File: config.mk
export PLATFORM = sky130hd
export DESIGN_NAME = rr_arbiter3
export DESIGN_NICKNAME = d
export VERILOG_FILES = /design/src/rtl/rr_arbiter3.sv
export SDC_FILE = /design/constraint.sdc
export NUM_CORES = 1
export LEC_CHECK = 0
export BUFFER_PORTS_ARGS = -buffer_cell sky130_fd_sc_hd__buf_2
export CAP_MARGIN = 20
export CORE_UTILIZATION = 58
export DETAILED_ROUTE_END_ITERATION = 10
export PLACE_DENSITY = 0.87
export SETUP_SLACK_MARGIN = 0.1
export SLEW_MARGIN = 20
export SYNTH_ARGS = -nofsm -noshare
export SYNTH_HDL_FRONTEND = slang
export SYNTH_SLANG_ARGS = --single-unit
File: constraint.sdc
create_clock -name clk -period 2.36 [get_ports clk]
set_input_delay 0.472 -clock clk [delete_from_list [all_inputs] [get_ports clk]]
set_output_delay 0.472 -clock clk [all_outputs]
set_load 0.005 [all_outputs]
File: src/rtl/rr_arbiter3.sv
// Three-requester round-robin arbiter with a bounded hold time.
// Registered one-hot grant; an owner past MAX_HOLD cycles is pre-empted.
module rr_arbiter3 #(
  parameter int MAX_HOLD = 8,
  parameter int CNT_W    = 4
) (
  input  logic             clk,
  input  logic             rst_n,
  input  logic [2:0]       req,
  output logic [2:0]       grant,
  output logic             busy,
  output logic             any_req,
  output logic [CNT_W-1:0] hold_cnt,
  output logic             timeout
);

  typedef enum logic {
    IDLE,
    GRANT
  } state_t;

  localparam logic [CNT_W-1:0] HOLD_LAST = CNT_W'(MAX_HOLD - 1);

  state_t           state_q, state_d;
  logic [2:0]       grant_q, grant_d;
  logic [1:0]       last_q, last_d;
  logic [CNT_W-1:0] cnt_q, cnt_d;
  logic             timeout_q, timeout_d;
  logic             busy_q, busy_d;
  logic [1:0]       own;

  // Search starts just after ptr and wraps back to ptr itself.
  function automatic logic [2:0] pick_fn(
    input logic [1:0] ptr,
    input logic [2:0] r
  );
    logic [2:0] g;
    int         idx;
    g = 3'b000;
    for (int k = 1; k <= 3; k++) begin
      idx = (int'(ptr) + k) % 3;
      if (r[idx] && g == 3'b000)
        g[idx] = 1'b1;
    end
    return g;
  endfunction

  assign any_req  = |req;
  assign grant    = grant_q;
  assign busy     = busy_q;
  assign hold_cnt = cnt_q;
  assign timeout  = timeout_q;

  // Index of the current owner, decoded from the one-hot grant.
  always_comb begin
    own = 2'd0;
    unique case (1'b1)
      grant_q[0]: own = 2'd0;
      grant_q[1]: own = 2'd1;
      grant_q[2]: own = 2'd2;
      default:    own = 2'd0;
    endcase
  end

  // Next-state: grant from idle, release/hand-off, pre-empt or hold.
  always_comb begin
    state_d   = state_q;
    grant_d   = grant_q;
    last_d    = last_q;
    cnt_d     = cnt_q;
    timeout_d = 1'b0;
    unique case (state_q)
      IDLE: begin
        if (|req) begin
          grant_d = pick_fn(last_q, req);
          cnt_d   = '0;
          state_d = GRANT;
        end
      end
      GRANT: begin
        if (!req[own]) begin
          last_d  = own;
          cnt_d   = '0;
          grant_d = pick_fn(own, req);
          state_d = (|pick_fn(own, req)) ? GRANT : IDLE;
        end else if (cnt_q == HOLD_LAST) begin
          last_d    = own;
          timeout_d = 1'b1;
          cnt_d     = '0;
          grant_d   = pick_fn(own, req);
        end else begin
          cnt_d = cnt_q + 1'b1;
        end
      end
      default: begin
        state_d = IDLE;
        grant_d = 3'b000;
        cnt_d   = '0;
      end
    endcase
    busy_d = |grant_d;
  end

  // State and registered outputs.
  always_ff @(posedge clk or negedge rst_n) begin
    if (!rst_n) begin
      state_q   <= IDLE;
      grant_q   <= 3'b000;
      last_q    <= 2'd2;
      cnt_q     <= '0;
      timeout_q <= 1'b0;
      busy_q    <= 1'b0;
    end else begin
      state_q   <= state_d;
      grant_q   <= grant_d;
      last_q    <= last_d;
      cnt_q     <= cnt_d;
      timeout_q <= timeout_d;
      busy_q    <= busy_d;
    end
  end

endmodule

* Word-level counts from Yosys, hierarchy flattened *
Index checks and enable logic that the tools add are counted.

word-level totals
  register bits after elaboration = 12
  latch bits = 0
  bits in writable memories = 0
  memory bits (read-only) = 0
  input port bits = 5
  output and inout port bits = 10
  logic and storage cells = 138
  memories kept = 0

operators by class
  $add $sub $neg = 7
  multiply operators = 0
  div/mod/pow operators = 6
  $lt $le $gt $ge = 13
  eq/ne operators = 3
  shift-type cells = 0
  multiplexer cells = 74
  bitwise operators = 7
  reductions and logical operators = 22

operators by type and width
  operator                                                                       count
  32-bit by 1-bit >= comparator with 1-bit output, second input constant         6
  32-bit by 4-bit less-than comparator with 1-bit output, second input constant  6
  32-bit by 3-bit modulo with 32-bit output, second input constant               6
  3-bit 2-to-1 mux                                                               27
  1-bit 2-to-1 mux                                                               25
  3-bit logical NOT                                                              6
  3-bit OR                                                                       6
  1-bit binary-select mux with 2-bit select                                      7
  2-bit by 2-bit adder with 3-bit output, second input constant                  4
  1-bit demux with 2-bit select                                                  6
  1-bit logical AND                                                              12
  4-bit 2-to-1 mux                                                               3
  3-bit OR reduction                                                             3
  4-bit one-hot mux with 2 select lines                                          1
  2-bit by 1-bit adder with 3-bit output, second input constant                  2
  3-bit one-hot mux with 2 select lines                                          1
  4-bit by 1-bit adder with 4-bit output, second input constant                  1
  4-bit by 3-bit equality test with 1-bit output, second input constant          1
  2-bit 2-to-1 mux                                                               2
  2-bit one-hot mux with 2 select lines                                          1
  2-bit by 3-bit less-than comparator with 1-bit output, second input constant   1
  2-bit by 1-bit inequality test with 1-bit output, second input constant        1
  2-bit inequality test, second input constant                                   1
  1-bit one-hot mux with 2 select lines                                          1
  other kinds (2)                                                                2

* Depth between registers and ports, before layout *
Gate-level depths: netlist (run 1).

  word-level depth = 24
  gate-level depth with buffers = 9
  mapped depth without buffers = 8

* Worst setup path before layout (run 1) *
Ideal clock, no wire load.

  kind = reg2reg
  start point = register grant_q[1] (netlist: grant[1])
  end point = register busy_q (netlist: busy)
  library setup time = 0.136 ns
  data arrival time = 2.082 ns
  required time = 2.224 ns
  path slack = 0.142 ns
  cell stages (with the launch flop) = 10
  buffers on the path = 1
  clock period less this slack = 2.218 ns
  cell sequence = dfrtp_1 > inv_1 > ha_1 > clkbuf_1 > a21bo_1 > o311a_1 > a31oi_2 > nand3_1 > a221o_1 > nand4bb_1

between the ends
  word-level cells in the longest chain between the ends = 24
  elaborated cells on any way between the ends = 65
  classes of those cells = 3 x add/sub; 3 x div; 6 x order compare; 37 x mux; 4 x bitwise; 12 x reduce/logical

RTL lines
  element                                                                                                                                                 RTL line  source
  start, declared                                                                                                                                         25        logic [2:0] grant_q, grant_d;
  start signal, assigned                                                                                                                                  115       grant_q <= grant_d;
  2-bit one-hot mux with 2 select lines *                                                                                                                 57        unique case (1'b1)
  2-bit by 1-bit adder with 3-bit output                                                                                                                  41        idx = (int'(ptr) + k) % 3;
  32-bit by 3-bit modulo with 32-bit output                                                                                                               41
  32-bit by 1-bit >= comparator with 1-bit output (not written as such) / 32-bit by 4-bit less-than comparator with 1-bit output (equally long branches)  43        g[idx] = 1'b1;
  1-bit logical AND (not written as such)                                                                                                                 43
  1-bit 2-to-1 mux (not written as such)                                                                                                                  43
  1-bit demux with 2-bit select                                                                                                                           43
  3-bit 2-to-1 mux                                                                                                                                        42        if (r[idx] && g == 3'b000)
  [10 not listed]                                                                                                                                         -
  1-bit logical AND                                                                                                                                       42
  3-bit 2-to-1 mux                                                                                                                                        42
  3-bit 2-to-1 mux                                                                                                                                        86        end else if (cnt_q == HOLD_LAST) begin
  3-bit 2-to-1 mux *                                                                                                                                      81        if (!req[own]) begin
  3-bit one-hot mux with 2 select lines *                                                                                                                 72        unique case (state_q)
  via grant_d[0]                                                                                                                                          25
  3-bit OR reduction *                                                                                                                                    101       busy_d = |grant_d;
  via busy_d                                                                                                                                              29        logic busy_q, busy_d;
  end signal, assigned                                                                                                                                    119       busy_q <= busy_d;
  end, declared                                                                                                                                           29

Mark *: on every way through the listed nets, which the timed path passes. The rest lies on a longest branch. The select of a mux whose other input is x is not followed.
A chain may end at the register's enable or synchronous reset.

* Worst setup path in the final report (run 1) *
  start point = register grant_q[2] (netlist: grant[2])
  end point = register busy_q (netlist: busy)

Same word-level chain as after synthesis.

==> results of run 1 <==
synthesized netlist by cell type, types with 3 or more instances:
cell,instances,area (um^2)
ha_1,10,125
dfrtp_1,11,275
clkbuf_1,3,11.3
nand2_1,12,45.0
o31ai_1,3,22.5
inv_2,3,11.3
buf_6,3,33.8
nand4bb_1,3,33.8
o21ai_0,9,45.0
a21oi_1,5,25.0
mux2i_1,3,30.0
nand3_1,5,25.0
nor2_1,5,18.8
nand2b_1,3,18.8
inv_1,11,41.3
nor2b_1,7,43.8
and2_1,3,18.8
cell families after synthesis:
logic type	after synthesis
AO/OA/AOI/OAI	54
buffers and inverters	22
XOR/XNOR	2
AND/OR/NAND/NOR	49
flip-flops	12
adder cells (fa/ha/maj)	10
multiplexers	4
through the flow:
stage | worst slack, ps | hold slack [ps] | util [%]
6_report | 183 | 65.6 | 73.0
3_3_place_gp | 209 | 355 | 69.0
3_5_place_dp | 102 | 361 | 69.0
4_1_cts | 126 | 66.1 | 70.7
5_1_grt | 99.2 | 79.8 | 73.0
2_1_floorplan | 142 | 176 | -
what timing repair did:
action	CTS	global route
pin swaps	0	2
setup buffers	1	0
resized for setup	0	17
endpoints found under the setup margin	1	3
routing by layer:
metal  GRT usage, %  up-vias  routed length [um]
met5              0        -                   0
met4           6.37        0                  48
met3           5.92        6                 228
met2           50.2       68                1690
met1           41.5      628                1470
li1               -      615                   -
flip-flops by register name, indices dropped and copies added (netlist names):
name	count
timeout	1
hold_cnt	4
last_q	2
busy	1
state_q	1
grant	3
final cells by class:
| cell class | count | area [um^2] | share of cell area, % |
|---|---|---|---|
| inverters | 14 | 52.6 | 3.56 |
| flip-flops and latches | 12 | 302 | 20.4 |
| repair buffers | 22 | 130 | 8.82 |
| well taps | 27 | 33.8 | 2.29 |
| clock buffers | 4 | 26.3 | 1.78 |
| multi-input cells | 119 | 931 | 63.1 |
report_power, final:
part | total, uW | switching, uW | leakage, uW | internal [uW]
clock | 132 | 66.8 | 0.0000150 | 65.4
sequential | 370 | 85.2 | 0.000148 | 285
combinational | 1490 | 813 | 0.000454 | 677
path summary, 6_finish.rpt:
kind / to / slack, ps / depth (start not counted)
hold reg to reg: last_q[0] / 570 / 2
setup / recovery: busy / 180 / 9
min in group clk: last_q[0] / 570 / 2
setup reg to reg: busy / 180 / 9
max in group asynchronous: last_q[1] / 2020 / 1
hold / removal: hold_cnt[1] / 70 / 1
worst max-delay path, stage by stage (launching register included):
cell,delay [ps]
dfrtp_1,390
inv_2,100
ha_2,230
buf_4,170
a21bo_1,220
o311a_1,130
a31oi_2,160
nand3_1,100
a221o_1,360
nand4bb_1,180
==> flow_summary_export.csv, run 1 <==
group,metric,value,unit
timing,worst_slew_pin_slew,466,ps
final_layout,fin_nets,187,
logic_synthesis,syn_inst,153,
final_layout,final_common_cell,"buf_2",
run,max_cap_viol_count,0,
timing,fin_skew,3.15,ps
critical_path,cp_max_fo,7,
detailed_routing,vias,1317,
final_layout,syn_to_final_growth,14.0,%
grt,overflow,0,
detailed_routing,drt_iter0_markers,59,
clock_tree,ctsHoldBuffers,0,
final_layout,fill_cells,157,
pwr,vdd_drop_max,0.00102,V
logic_synthesis,ys_seq_area_share,23.3,%
floorplan,die_y,49.2,um
grt,grt_max_degree,17,
logic_synthesis,yosysUniqueCellTypes,57,
run_status,outcome,"completed",
timing,rsz0062_at_grt,"no",
timing,maxSlewViolCount,0,
pwr,finalPower,1990,uW
placed_design,hpwl,2.57,mm
clock_tree,clkTransAtPathRegs,70,ps
grt,antenna_found_initial,0,
logic_synthesis,synth_fp_nets,168,
clock_tree,htree_num_levels,1,
critical_path,start_kind,"flop",
worst_hold_path,min_path_type,"input pin to asynchronous set/reset pin",
logic_synthesis,synth_top_family_by_area,"compound AO/OA/AOI/OAI gates",
detailed_routing,wl_per_cell,17.3,um
detailed_routing,dr.pass1.iters,4,
grt,grt_usage,30.7,%
detailed_routing,drt-total-wl,3.43,mm
final_layout,instances_no_fill,198,
timing,finalCritPeriodShare,92.3,%
critical_path,worstReg2RegStart,"grant[2]",
clock_tree,cts.sinks,12,
logic_synthesis,synth_warnings,0,
detailed_routing,ant_nets,0,
clock_tree,cts_buffer_depth,2,
clock_tree,numCtsBuffers,3,
logic_synthesis,syn_avg_cell_area,8.46,um^2
detailed_routing,viasPerCell,6.65,
floorplan,die_x,49.2,um
logic_synthesis,async_flop_share,100,%
detailed_routing,drc,0,
placed_design,placed_cell_area,1400,um^2
floorplan,ios,15,
logic_synthesis,synth_xor_area_share,1.35,%
timing,setup_tns,0,ps
floorplan,die_area,2420,um^2
placed_design,io_buffer_count,14,
clock_tree,cts_root_buffer,"clkbuf_4",
final_layout,layout-drive-gt1-share,29.8,%
final_layout,mostFrequentLayoutCells,"buf_2, nand2_1, dfrtp_1",
pwr,power_per_cell_area,1350,nW/um^2
timing,setup_viol,0,
logic_synthesis,synth_compound_area_share,31.6,%
floorplan,rows,16,
grt,grt_pass1_vias,1168,
critical_path,worstPathRequired,2500,ps
logic_synthesis,synth_edf_count,0,
pwr,p_leak,0.000617,uW
final_layout,num_antenna_cells,0,
logic_synthesis,synth-main-ff-cell,"dfrtp_1",
critical_path,cp-startpoint,"grant[2]",
logic_synthesis,synthAdderAreaFrac,9.67,%
timing,hold_viol,0,
timing,max_freq,459,MHz
clock_tree,cts_tree,"yes",
placed_design,globalplace.congestion,0.894,
floorplan,core-area,2020,um^2
placed_design,placed_cells,193,
logic_synthesis,synth_seq_cells,12,
grt,grt_first_pass_wirelength,5.78,mm
logic_synthesis,synth-simple-area-share,22.5,%
clock_tree,clkLatencyLatePin,270,ps
critical_path,critical_path_arrival,2320,ps
critical_path,setup.worst_path.end_class,"flop",
timing,relSlewSlack,68.9,%
critical_path,worstSetupPathType,"flop to flop",
logic_synthesis,syn_area,1290,um^2
final_layout,design_area,1480,um^2
floorplan,start_util,64.0,%
logic_synthesis,synthMuxAreaShare,3.19,%
timing,fin_crit,2180,ps
(Power assumes the default switching activity.)
==> run 2: changes to the inputs <==
--- a/config.mk
+++ b/config.mk
@@ -7,9 +7,10 @@
 export LEC_CHECK = 0
 export BUFFER_PORTS_ARGS = -buffer_cell sky130_fd_sc_hd__buf_2
 export CAP_MARGIN = 20
-export CORE_UTILIZATION = 58
+export CORE_UTILIZATION = 60
+export CTS_BUF_LIST = sky130_fd_sc_hd__clkbuf_4 sky130_fd_sc_hd__clkbuf_8
 export DETAILED_ROUTE_END_ITERATION = 10
-export PLACE_DENSITY = 0.87
+export PLACE_DENSITY = 0.9
 export SETUP_SLACK_MARGIN = 0.1
 export SLEW_MARGIN = 20
 export SYNTH_ARGS = -nofsm -noshare
==> flow_summary_export.csv, run 2 (synthesis results as in run 1) <==
group,metric,value,unit
floorplan,rows,16,
final_layout,instances_no_fill,198,
clock_tree,cts.sinks,12,
worst_hold_path,min_path_type,"input pin to asynchronous set/reset pin",
pwr,p_leak,0.000625,uW
clock_tree,cts_root_buffer,"clkbuf_4",
critical_path,setup.worst_path.end_class,"flop",
critical_path,worstSetupPathType,"flop to flop",
timing,rsz0062_at_grt,"no",
placed_design,post-place-ws,151,ps
clock_tree,clkLatencyLatePin,290,ps
placed_design,globalplace.congestion,0.885,
detailed_routing,wl_per_cell,16.9,um
detailed_routing,vias,1324,
timing,setup_tns,0,ps
timing,relSlewSlack,69.5,%
final_layout,utilization,74.2,%
timing,finalCritPeriodShare,91.6,%
critical_path,worstReg2RegStart,"last_q[1]",
critical_path,ff2ff_setup_slack,200,ps
final_layout,layout-drive-gt1-share,29.2,%
final_layout,num_antenna_cells,0,
final_layout,final_common_cell,"buf_2",
pwr,vdd_drop_max,0.000988,V
detailed_routing,drt_iter0_markers,86,
clock_tree,numCtsBuffers,3,
placed_design,io_buffer_count,14,
run,max_cap_viol_count,0,
clock_tree,ctsHoldBuffers,0,
critical_path,rr_worst_depth,7,
pwr,power_per_cell_area,1380,nW/um^2
floorplan,die_area,2350,um^2
timing,hold_viol,0,
clock_tree,clkTransAtPathRegs,70,ps
final_layout,syn_to_final_growth,14.8,%
floorplan,core-area,2000,um^2
critical_path,crit_chain,"ha_2, buf_4, o21ai_1, o211a_1, o221ai_1, a22o_1, nand4bb_1",
timing,maxSlewViolCount,0,
critical_path,cp-endpoint,"busy",
floorplan,ios,15,
critical_path,start_kind,"flop",
detailed_routing,drc,0,
detailed_routing,ant_nets,0,
placed_design,hpwl,2.38,mm
timing,fin_skew,2.36,ps
timing,worst_slew_pin_slew,458,ps
final_layout,fill_cells,138,
grt,antenna_found_initial,0,
final_layout,fin_nets,187,
run_status,outcome,"completed",
final_layout,regArea,302,um^2
floorplan,start_util,64.6,%
timing,setup_viol,0,
critical_path,cp_max_fo,7,
placed_design,placed_cells,193,
timing,fin_crit,2160,ps
detailed_routing,viasPerCell,6.69,
grt,grt_pass1_vias,1120,
floorplan,die_x,48.4,um
pwr,finalPower,2040,uW
grt,grt_first_pass_wirelength,5.43,mm
timing,max_freq,463,MHz
critical_path,slowest_delay,570,ps
critical_path,critical_path_arrival,2320,ps
clock_tree,cts_buffer_depth,2,
floorplan,die_y,48.4,um
final_layout,mostFrequentLayoutCells,"buf_2, nand2_1, dfrtp_1",
grt,grt_usage,30.2,%
clock_tree,htree_num_levels,1,
critical_path,slowest_stage,"dfstp_2",
timing,setup_ws,199,ps
clock_tree,cts_tree,"yes",
critical_path,r2r-end,"busy",
detailed_routing,drt-total-wl,3.34,mm
critical_path,worstPathRequired,2520,ps
critical_path,cp-startpoint,"last_q[1]",
final_layout,largest_reg_flops,4,
grt,overflow,0,
detailed_routing,dr.pass1.iters,4,
grt,grt_max_degree,17,
final_layout,multiInputGateArea,937,um^2
==> run 2: cell counts in the layout (fill, tap and decap cells not counted) <==
Identical to the previous run, type by type.
==> run 2: worst min path at each step <==
stage / cells after the start / endpoint / slack [ps]
after floorplan: 0 / busy / 180
after global placement: 1 / grant[0] / 350
after detailed placement: 1 / grant[0] / 360
after CTS: 1 / hold_cnt[3] / 50
after global routing: 1 / hold_cnt[3] / 60
final: 1 / hold_cnt[3] / 50
==> run 2: power by group <==
part | switching [uW] | internal [uW]
clock network | 71.9 | 77.4
logic | 825 | 698
registers | 87.9 | 285
==> run 2: per-layer routing <==
| layer | track usage (%) | vias up | part of all wire, % |
|---|---|---|---|
| li1 | - | 611 | - |
| met1 | 41.4 | 614 | 41 |
| met2 | 44.1 | 84 | 46 |
| met3 | 6.29 | 15 | 8.7 |
| met4 | 16.7 | 0 | 3.4 |
| met5 | 0 | - | 0 |
==> run 2: cell type report <==
type / instances / area share, %
timing repair buffer: 22 / 8.76
tap: 27 / 2.27
inverter: 14 / 3.54
sequential: 12 / 20.3
multi-input combinational: 119 / 63.1
clock buffer: 4 / 2.02
==> run 2: timing repair <==
item,in CTS,in global routing
setup endpoints to repair,0,3
buffers inserted,0,1
gates resized for setup,0,17
==> run 2: stage by stage <==
stage               hold WS (ps)  cell area, um^2
finish                      49.7             1490
floorplan                    176             1290
global placement             354             1400
detailed placement           360             1400
global route                58.6             1490
CTS                         48.7             1430
==> run 2: critical path, delay by kind of cell, from the launching register on <==
| family | cells | cell delay, ps |
|---|---|---|
| simple gates | 1 | 180 |
| buf+inv | 1 | 170 |
| compound gates | 4 | 800 |
| flops | 1 | 570 |
| fa+ha+maj | 1 | 320 |
